==> src/rtl/mips_pkg.sv <==
// Shared definitions for the MEM stage: access sizes, FSM states and bus-lane helpers.
package mips_pkg;

    typedef enum logic [1:0] {
        SzByte  = 2'b00,
        SzHalf  = 2'b01,
        SzWord  = 2'b10,
        SzWordX = 2'b11
    } mem_size_t;

    typedef enum logic [1:0] {
        StIdle,
        StWait,
        StDone
    } ma_state_t;

    localparam int unsigned DefaultTimeout = 16;

    function automatic logic misaligned(input logic [1:0] size, input logic [1:0] a);
        case (mem_size_t'(size))
            SzByte:  return 1'b0;
            SzHalf:  return a[0];
            default: return a != 2'b00;
        endcase
    endfunction

    function automatic logic [3:0] byte_en(input logic [1:0] size, input logic [1:0] a);
        case (mem_size_t'(size))
            SzByte:  return 4'b0001 << a;
            SzHalf:  return a[1] ? 4'b1100 : 4'b0011;
            default: return 4'b1111;
        endcase
    endfunction

    function automatic logic [31:0] lane_wdata(input logic [1:0] size, input logic [31:0] d);
        case (mem_size_t'(size))
            SzByte:  return {4{d[7:0]}};
            SzHalf:  return {2{d[15:0]}};
            default: return d;
        endcase
    endfunction

endpackage

==> src/rtl/load_align.sv <==
// Picks the addressed lane out of a read word and sign- or zero-extends it to 32 bits.
module load_align
    import mips_pkg::*;
(
    input  logic [1:0]  addr,
    input  logic [1:0]  size,
    input  logic        is_unsigned,
    input  logic [31:0] rdata,
    output logic [31:0] result
);

    logic [7:0]  lane_b;
    logic [15:0] lane_h;

    always_comb begin
        case (addr)
            2'd0:    lane_b = rdata[7:0];
            2'd1:    lane_b = rdata[15:8];
            2'd2:    lane_b = rdata[23:16];
            default: lane_b = rdata[31:24];
        endcase
        lane_h = addr[1] ? rdata[31:16] : rdata[15:0];
    end

    always_comb begin
        case (mem_size_t'(size))
            SzByte:  result = {{24{~is_unsigned & lane_b[7]}}, lane_b};
            SzHalf:  result = {{16{~is_unsigned & lane_h[15]}}, lane_h};
            default: result = rdata;
        endcase
    end

endmodule

==> src/rtl/mem_access.sv <==
// MEM pipeline stage: drives a single-outstanding data bus request, stalls the front of the
// pipeline until ack or timeout, and formats load data for MEM/WB.
module mem_access
    import mips_pkg::*;
#(
    parameter int unsigned TIMEOUT = DefaultTimeout
) (
    input  logic        clk,
    input  logic        rst_n,
    input  logic        valid_e,
    input  logic [31:0] alu_res_e,
    input  logic [31:0] wdata_e,
    input  logic [4:0]  writereg_e,
    input  logic        RegWrite_e,
    input  logic        MemtoReg_e,
    input  logic        MemRead_e,
    input  logic        MemWrite_e,
    input  logic [1:0]  size_e,
    input  logic        unsigned_e,
    output logic        dmem_req,
    output logic        dmem_we,
    output logic [31:0] dmem_addr,
    output logic [31:0] dmem_wdata,
    output logic [3:0]  dmem_be,
    input  logic        dmem_ack,
    input  logic [31:0] dmem_rdata,
    output logic        stall_m,
    output logic [31:0] alu_res,
    output logic [31:0] mem_data,
    output logic [4:0]  writereg,
    output logic        RegWrite_m,
    output logic        MemtoReg_m,
    output logic        misalign,
    output logic        bus_err
);

    localparam int unsigned CntW = $clog2(TIMEOUT + 1);

    ma_state_t       state_q, state_d;
    logic [CntW-1:0] cnt_q;
    logic [31:0]     rdata_q;
    logic            bus_err_q;
    logic            mis_addr, mem_op, timeout_hit;
    logic [31:0]     load_val;

    assign mis_addr    = misaligned(size_e, alu_res_e[1:0]);
    assign mem_op      = valid_e & (MemRead_e | MemWrite_e) & ~mis_addr;
    assign timeout_hit = (cnt_q == CntW'(TIMEOUT - 1));

    always_ff @(posedge clk or negedge rst_n) begin
        if (!rst_n) begin
            state_q <= StIdle;
        end else begin
            state_q <= state_d;
        end
    end

    // Outputs are gated by rst_n so the whole stage reads as reset while it is held.
    always_comb begin
        state_d    = state_q;
        stall_m    = 1'b0;
        misalign   = 1'b0;
        RegWrite_m = 1'b0;
        case (state_q)
            StIdle:  if (mem_op) state_d = StWait;
            StWait:  if (dmem_ack || timeout_hit) state_d = StDone;
            StDone:  state_d = StIdle;
            default: state_d = StIdle;
        endcase
        if (rst_n) begin
            misalign   = (state_q == StIdle) & valid_e & (MemRead_e | MemWrite_e) & mis_addr;
            stall_m    = ((state_q == StIdle) & mem_op) | (state_q == StWait);
            RegWrite_m = RegWrite_e & valid_e & ~MemWrite_e & ~stall_m & ~misalign & ~bus_err_q;
        end
    end

    always_ff @(posedge clk or negedge rst_n) begin
        if (!rst_n) begin
            dmem_req   <= 1'b0;
            dmem_we    <= 1'b0;
            dmem_addr  <= '0;
            dmem_wdata <= '0;
            dmem_be    <= '0;
            cnt_q      <= '0;
            rdata_q    <= '0;
            bus_err_q  <= 1'b0;
        end else begin
            bus_err_q <= 1'b0;
            case (state_q)
                StIdle: begin
                    if (mem_op) begin
                        dmem_req   <= 1'b1;
                        dmem_we    <= MemWrite_e;
                        dmem_addr  <= {alu_res_e[31:2], 2'b00};
                        dmem_be    <= byte_en(size_e, alu_res_e[1:0]);
                        dmem_wdata <= lane_wdata(size_e, wdata_e);
                        cnt_q      <= '0;
                    end
                end
                StWait: begin
                    if (dmem_ack) begin
                        dmem_req <= 1'b0;
                        dmem_we  <= 1'b0;
                        rdata_q  <= dmem_rdata;
                    end else if (timeout_hit) begin
                        dmem_req  <= 1'b0;
                        dmem_we   <= 1'b0;
                        rdata_q   <= '0;
                        bus_err_q <= 1'b1;
                    end else begin
                        cnt_q <= cnt_q + 1'b1;
                    end
                end
                default: ;
            endcase
        end
    end

    load_align u_load_align (
        .addr        (alu_res_e[1:0]),
        .size        (size_e),
        .is_unsigned (unsigned_e),
        .rdata       (rdata_q),
        .result      (load_val)
    );

    assign mem_data   = (state_q == StDone && valid_e && MemRead_e) ? load_val : 32'h0;
    assign bus_err    = bus_err_q;
    assign alu_res    = alu_res_e;
    assign writereg   = writereg_e;
    assign MemtoReg_m = MemtoReg_e;

endmodule
==> config.mk <==
export PLATFORM = sky130hd
export DESIGN_NAME = mem_access
export DESIGN_NICKNAME = d
export VERILOG_FILES = /design/src/rtl/mips_pkg.sv /design/src/rtl/load_align.sv /design/src/rtl/mem_access.sv
export SDC_FILE = /design/constraint.sdc
export NUM_CORES = 1
export LEC_CHECK = 0
export BUFFER_PORTS_ARGS = -buffer_cell sky130_fd_sc_hd__buf_2
export CAP_MARGIN = 15
export CORE_ASPECT_RATIO = 2
export CORE_MARGIN = 3
export CORE_UTILIZATION = 50
export DETAILED_ROUTE_END_ITERATION = 16
export PLACE_DENSITY = 0.84
export SLEW_MARGIN = 20
export SYNTH_ARGS = -nofsm -noshare
export SYNTH_HDL_FRONTEND = slang
export SYNTH_SLANG_ARGS = --single-unit
==> constraint.sdc <==
create_clock -name clk -period 5.4 [get_ports clk]
set_clock_uncertainty 0.2 [all_clocks]
set_input_delay 1.35 -clock clk [delete_from_list [all_inputs] [get_ports clk]]
set_output_delay 1.35 -clock clk [all_outputs]
set_load 0.005 [all_outputs]
# Word level (Yosys, flattened, before mapping)
# Cells that the tools add are included.
[word_totals] register_bits=108 latchBits=0 ramBits=0 rom_bits=0 in_bits=112 out_inout_bits=144 elab_cells=86 mem_count=0
[classes] n_addsub=1 multipliers=0 div_mod_pow=0 order_cmp=0 eq_ne=11 shifts=1 muxes=29 n_bitwise=21 reduce_logical=14
[ops] op="case mux 32 bit (2 select lines)" count=2
[ops] op="two-way mux 32 bit" count=3
[ops] op="case mux 8 bit (3 select lines)" count=1
[ops] op="two-way mux 16 bit" count=1
[ops] op="two-way mux 5 bit" count=3
[ops] op="AND 1 bit" count=13
[ops] op="two-way mux 1 bit" count=10
[ops] op="case mux 5 bit (2 select lines)" count=1
[ops] op="!= test 2 bit, second input constant" count=4
[ops] op="case mux 4 bit (2 select lines)" count=1
[ops] op="equality test 2 x 1 -> 1 bit, second input constant" count=3
[ops] op="logical NOT 2 bit" count=3
[ops] op="inverter 1 bit" count=6
[ops] op="case mux 1 bit (2 select lines)" count=3
[ops] op="AND reduction 2 bit" count=3
[ops] op="nonzero test 2 bit" count=3
[ops] op="adder 5 x 1 -> 5 bit, second input constant" count=1
[ops] op="equality test 5 x 4 -> 1 bit, second input constant" count=1
[ops] op="equality test 2 bit, second input constant" count=2
[ops] op="two-way mux 2 bit" count=2
[ops] op="two-way mux 4 bit" count=1
[ops] op="case mux 2 bit (2 select lines)" count=1
[ops] op="AND reduction 4 bit" count=1
[ops] op="left shift 1 x 2 -> 4 bit, first input constant" count=1
[ops] op="other kinds (5)" count=7

# Longest topological paths before layout
[logic_depth] ltp_word=11 mapped_depth=7 ltp_nobuf=7

# Modules after synthesis
# From an unflattened synthesis, not the netlist that was laid out.
[hier_totals] cells_unflattened=629 area_unflattened_um2=6095.8
[by_module_without_submodules] module="mem_access" instances=1 cells_each=514 area_each_um2=5250.0 seq_area_each_um2=2702.6
[by_module_without_submodules] module="load_align" instances=1 cells_each=115 area_each_um2=845.8 seq_area_each_um2=0.0

# Worst setup path after synthesis
# Ideal clock, no wire load.
[synth_path] kind="input to output" startpoint="input port alu_res_e[0]" endpoint="output port mem_data[10]" arrival_time_ns=2.448 required_time_ns=3.850 slack_ns=1.402 path_stages=6 path_buffers=2 cell_sequence="buf_4 buf_6 mux4_2 nor3b_2 a211oi_1 nor3_1"
[synth_between] elab_chain_cells=5 elab_cells_between_ends=7 classes_between="eq/ne (2); mux (3); bitwise (1); reduce/logical (1)"
[synth_rtl] element="from (decl)" line_no="mem_access.sv:11" source="input logic [31:0] alu_res_e,"
[synth_rtl] element="equality test 2 bit (tied with other cells)" line_no="load_align.sv:16" source="case (addr)"
[synth_rtl] element="case mux 8 bit (3 select lines) (*)" line_no="load_align.sv:16"
[synth_rtl] element="AND 1 bit (*)" line_no="load_align.sv:27" source="SzByte: result = {{24{~is_unsigned & lane_b[7]}}, lane_b};"
[synth_rtl] element="case mux 32 bit (2 select lines) (*)" line_no="load_align.sv:26" source="case (mem_size_t'(size))"
[synth_rtl] element="two-way mux 32 bit (*)" line_no="mem_access.sv:127" source="assign mem_data = (state_q == StDone && valid_e && MemRead_e) ? load_val : 32'h0;"
[synth_rtl] element="to (decl)" line_no="mem_access.sv:29" source="output logic [31:0] mem_data,"
# Every way passes the cells marked *; elsewhere a longest branch is shown, timed or not.

# Final worst setup path
[layout_path] startpoint="input port alu_res_e[0]" endpoint="output port mem_data[20]"
# The elaborated chain is that of the path after synthesis.

==> metrics.txt <==
run status finished clean; DR WL/cell around 19 um; Setup crit start kind primary input; pre-CTS setup slack roughly 760 ps; DRC viols 0; Tcrit/Tclk final 0.857; hold crit path type flip-flop to flip-flop; post-detail-place hpwl roughly 12,000 um; unrepaired setup endpoints after global routing no; Worst VDD drop around 0.00027 V; number of cell rows 54; CTS Sinks about 110; die width around 82 um; most common cell in the netlist dfrtp_1; Final Power 2.72 mW; Hold Path Cell Cnt 2; Iter 0 DRT Violations 300; final setup margin slightly below 800 ps; global route total overflow 0; Worst-Skew Late Latency around 340 ps; combined area of the multi-input logic cells between 2000 and 3000 um^2; Post-synth EDFFs 0; CP max FO 33; Final setup viols 0; Sequential Area approximately 2700 um^2; FF-to-FF path depth 5; Die H approximately 160 um; top cells by area, synth dfrtp_1, mux2_2, buf_4; CP peak stage delay around 580 ps; cell count after synthesis approximately 560; final WL 16,600 um; Synth top cells by count dfrtp_1, o21ai_0, nand2_1; Fillers 921; crit path cell chain buf_2, mux2i_1, nor4_2, o31ai_4, nand2_1, buf_2; Setup TNS 0 ps; crit path DAT about 3100 ps; Top Ports between 200 and 300; Yosys Warn Count 0; first-pass GRT wire length 25,300 um; TritonRoute pass-1 iters 4; all-layer global routing usage 0.253; port bufs approximately 240; # diodes 0; clock root buffer clkbuf_16; slew margin rel. 0.308; final count of hold timing violations 0; Critical Path RT approximately 3900 ps; number of global-route vias before repair between 5,000 and 6,000; register area share after synthesis 0.468; initial antenna violation count 0; Main synth FF type dfrtp_1; post-route minimum period between 4000 and 5000 ps; Antenna Nets Post-Route 0; fin nets 861; clock edge transition at the registers on the reported setup and hold paths approximately 60 ps; area post-placement ~6800 um^2; Vias slightly above 5,000; drt via density 5.68; critical path capture point type primary output; Starting Density 0.521; die area around 13,000 um^2; Async SR Flop Fraction 1.00; area leader, netlist dfrtp_1; Synth Register Bits between 100 and 150; Mapped Avg Cell Area 10.3 um^2; layout cells sized above 1 0.434; Max-Cap Viols 0; Max clock buf depth 2; share of the synthesized area in the top cell type 0.468; Pwr Density between 300 and 400 nW/um^2; postcts setup bufs 0; post-synthesis cell area around 5800 um^2; largest net degree at the start of global routing 59; max frequency about 0.22 GHz; most frequent CP cell buf_2; CTS tree done; Setup CP Type primary input to primary output; Slew @ Worst Pin 1040 ps; global placement routability congestion approximately 0.83; core box area between 10,000 and 15,000 um^2; unique cell type count in the Yosys netlist between 50 and 60; R2R Setup Slk roughly 2900 ps; Fin Hold WS around 290 ps; Slowest cell on crit path o31ai_4; H-tree depth 3; Leak around 3.6 nW; final instance area about 7000 um^2; Num CTS Buffers 9; CTS resizes 0; Max Slew Vio Count 0; Area Overhead vs Synth 22.1%; CTS Hold Bufs 0
==> per-layer routing <==
metal	global-route usage	vias to the layer above	part of all wire
met5	0	-	0
met4	0.109	0	0.028
met3	0.0507	37	0.064
met2	0.453	239	0.54
met1	0.284	2464	0.37
li1	-	2329	-
==> registers in the layout, summed over array words and instances, names as in the netlist, 2 cells and up <==
register	cells
dmem_addr	30
state_q	2
rdata_q	32
cnt_q	5
dmem_wdata	32
dmem_be	4
==> per-stage QoR <==
step	cells	util
2_1_floorplan	563	-
3_3_place_gp	876	0.611
3_5_place_dp	876	0.611
4_1_cts	892	0.636
5_1_grt	892	0.636
6_report	892	0.636
==> final timing paths <==
kind,from,end
min reg2reg,dmem_req$_DFFE_PN0P_,dmem_req$_DFFE_PN0P_
max reg2reg,state_q[1]$_DFFE_PN0P_,dmem_wdata[2]$_DFFE_PN0P_
max,alu_res_e[0],mem_data[20]
min in group asynchronous,rst_n,bus_err$_DFF_PN0_
max in group asynchronous,rst_n,dmem_wdata[2]$_DFFE_PN0P_
min,dmem_req$_DFFE_PN0P_,dmem_req$_DFFE_PN0P_
==> where the power goes <==
part	switching (mW)	leakage [nW]	internal, mW
Sequential	0.226	1.33	1.08
Clock	0.302	0.141	0.332
Combinational	0.353	2.12	0.430
Total	0.881	3.59	1.84
==> layout make-up <==
type	count	share of cell area
clock inverters	5	0.00568
multi-input cells	365	0.360
well taps	140	0.0248
flip-flops and latches	108	0.383
inverters	7	0.00373
repair buffers	256	0.187
clock buffers	11	0.0344
==> critical path: cells and delay by family <==
kind,cells,cell delay (ps)
compound gates,1,580
buf+inv,2,650
mux,1,300
simple gates,2,180
==> layout by cell type, fill, tap and decap left out, types with 2 or more instances in the layout <==
cell type  netlist  layout
a211oi_1         7       7
a21oi_1         16      16
a22o_1          35      35
a31oi_1          7       7
and3_1           3       3
buf_2           14     240
buf_4           46      16
clkbuf_16        0       9
conb_1           1       2
dfrtp_1        108     108
ha_1             2       2
inv_1            6       6
inv_6            0       4
mux2_2          41      41
mux2_4           4       4
mux2i_1         34      34
nand2_1         47      47
nand3b_1        14      14
nand4_1          3       3
nor2_1          32      31
nor2b_1          2       2
nor3_1          25      25
nor3b_2          2       2
nor4_1           2       2
o21ai_0         61      61
o21ai_2          1       2
o22ai_1          2       2
xor2_1           2       2
==> logic make-up after synthesis <==
group	share of synthesized area
other cells	0.000649
compound gates	0.152
buf+inv	0.0940
simple gates	0.122
xor+xnor	0.00455
mux	0.155
flops	0.468
fa+ha+maj	0.00433
Note: power is estimated with default switching activity, not from simulation.
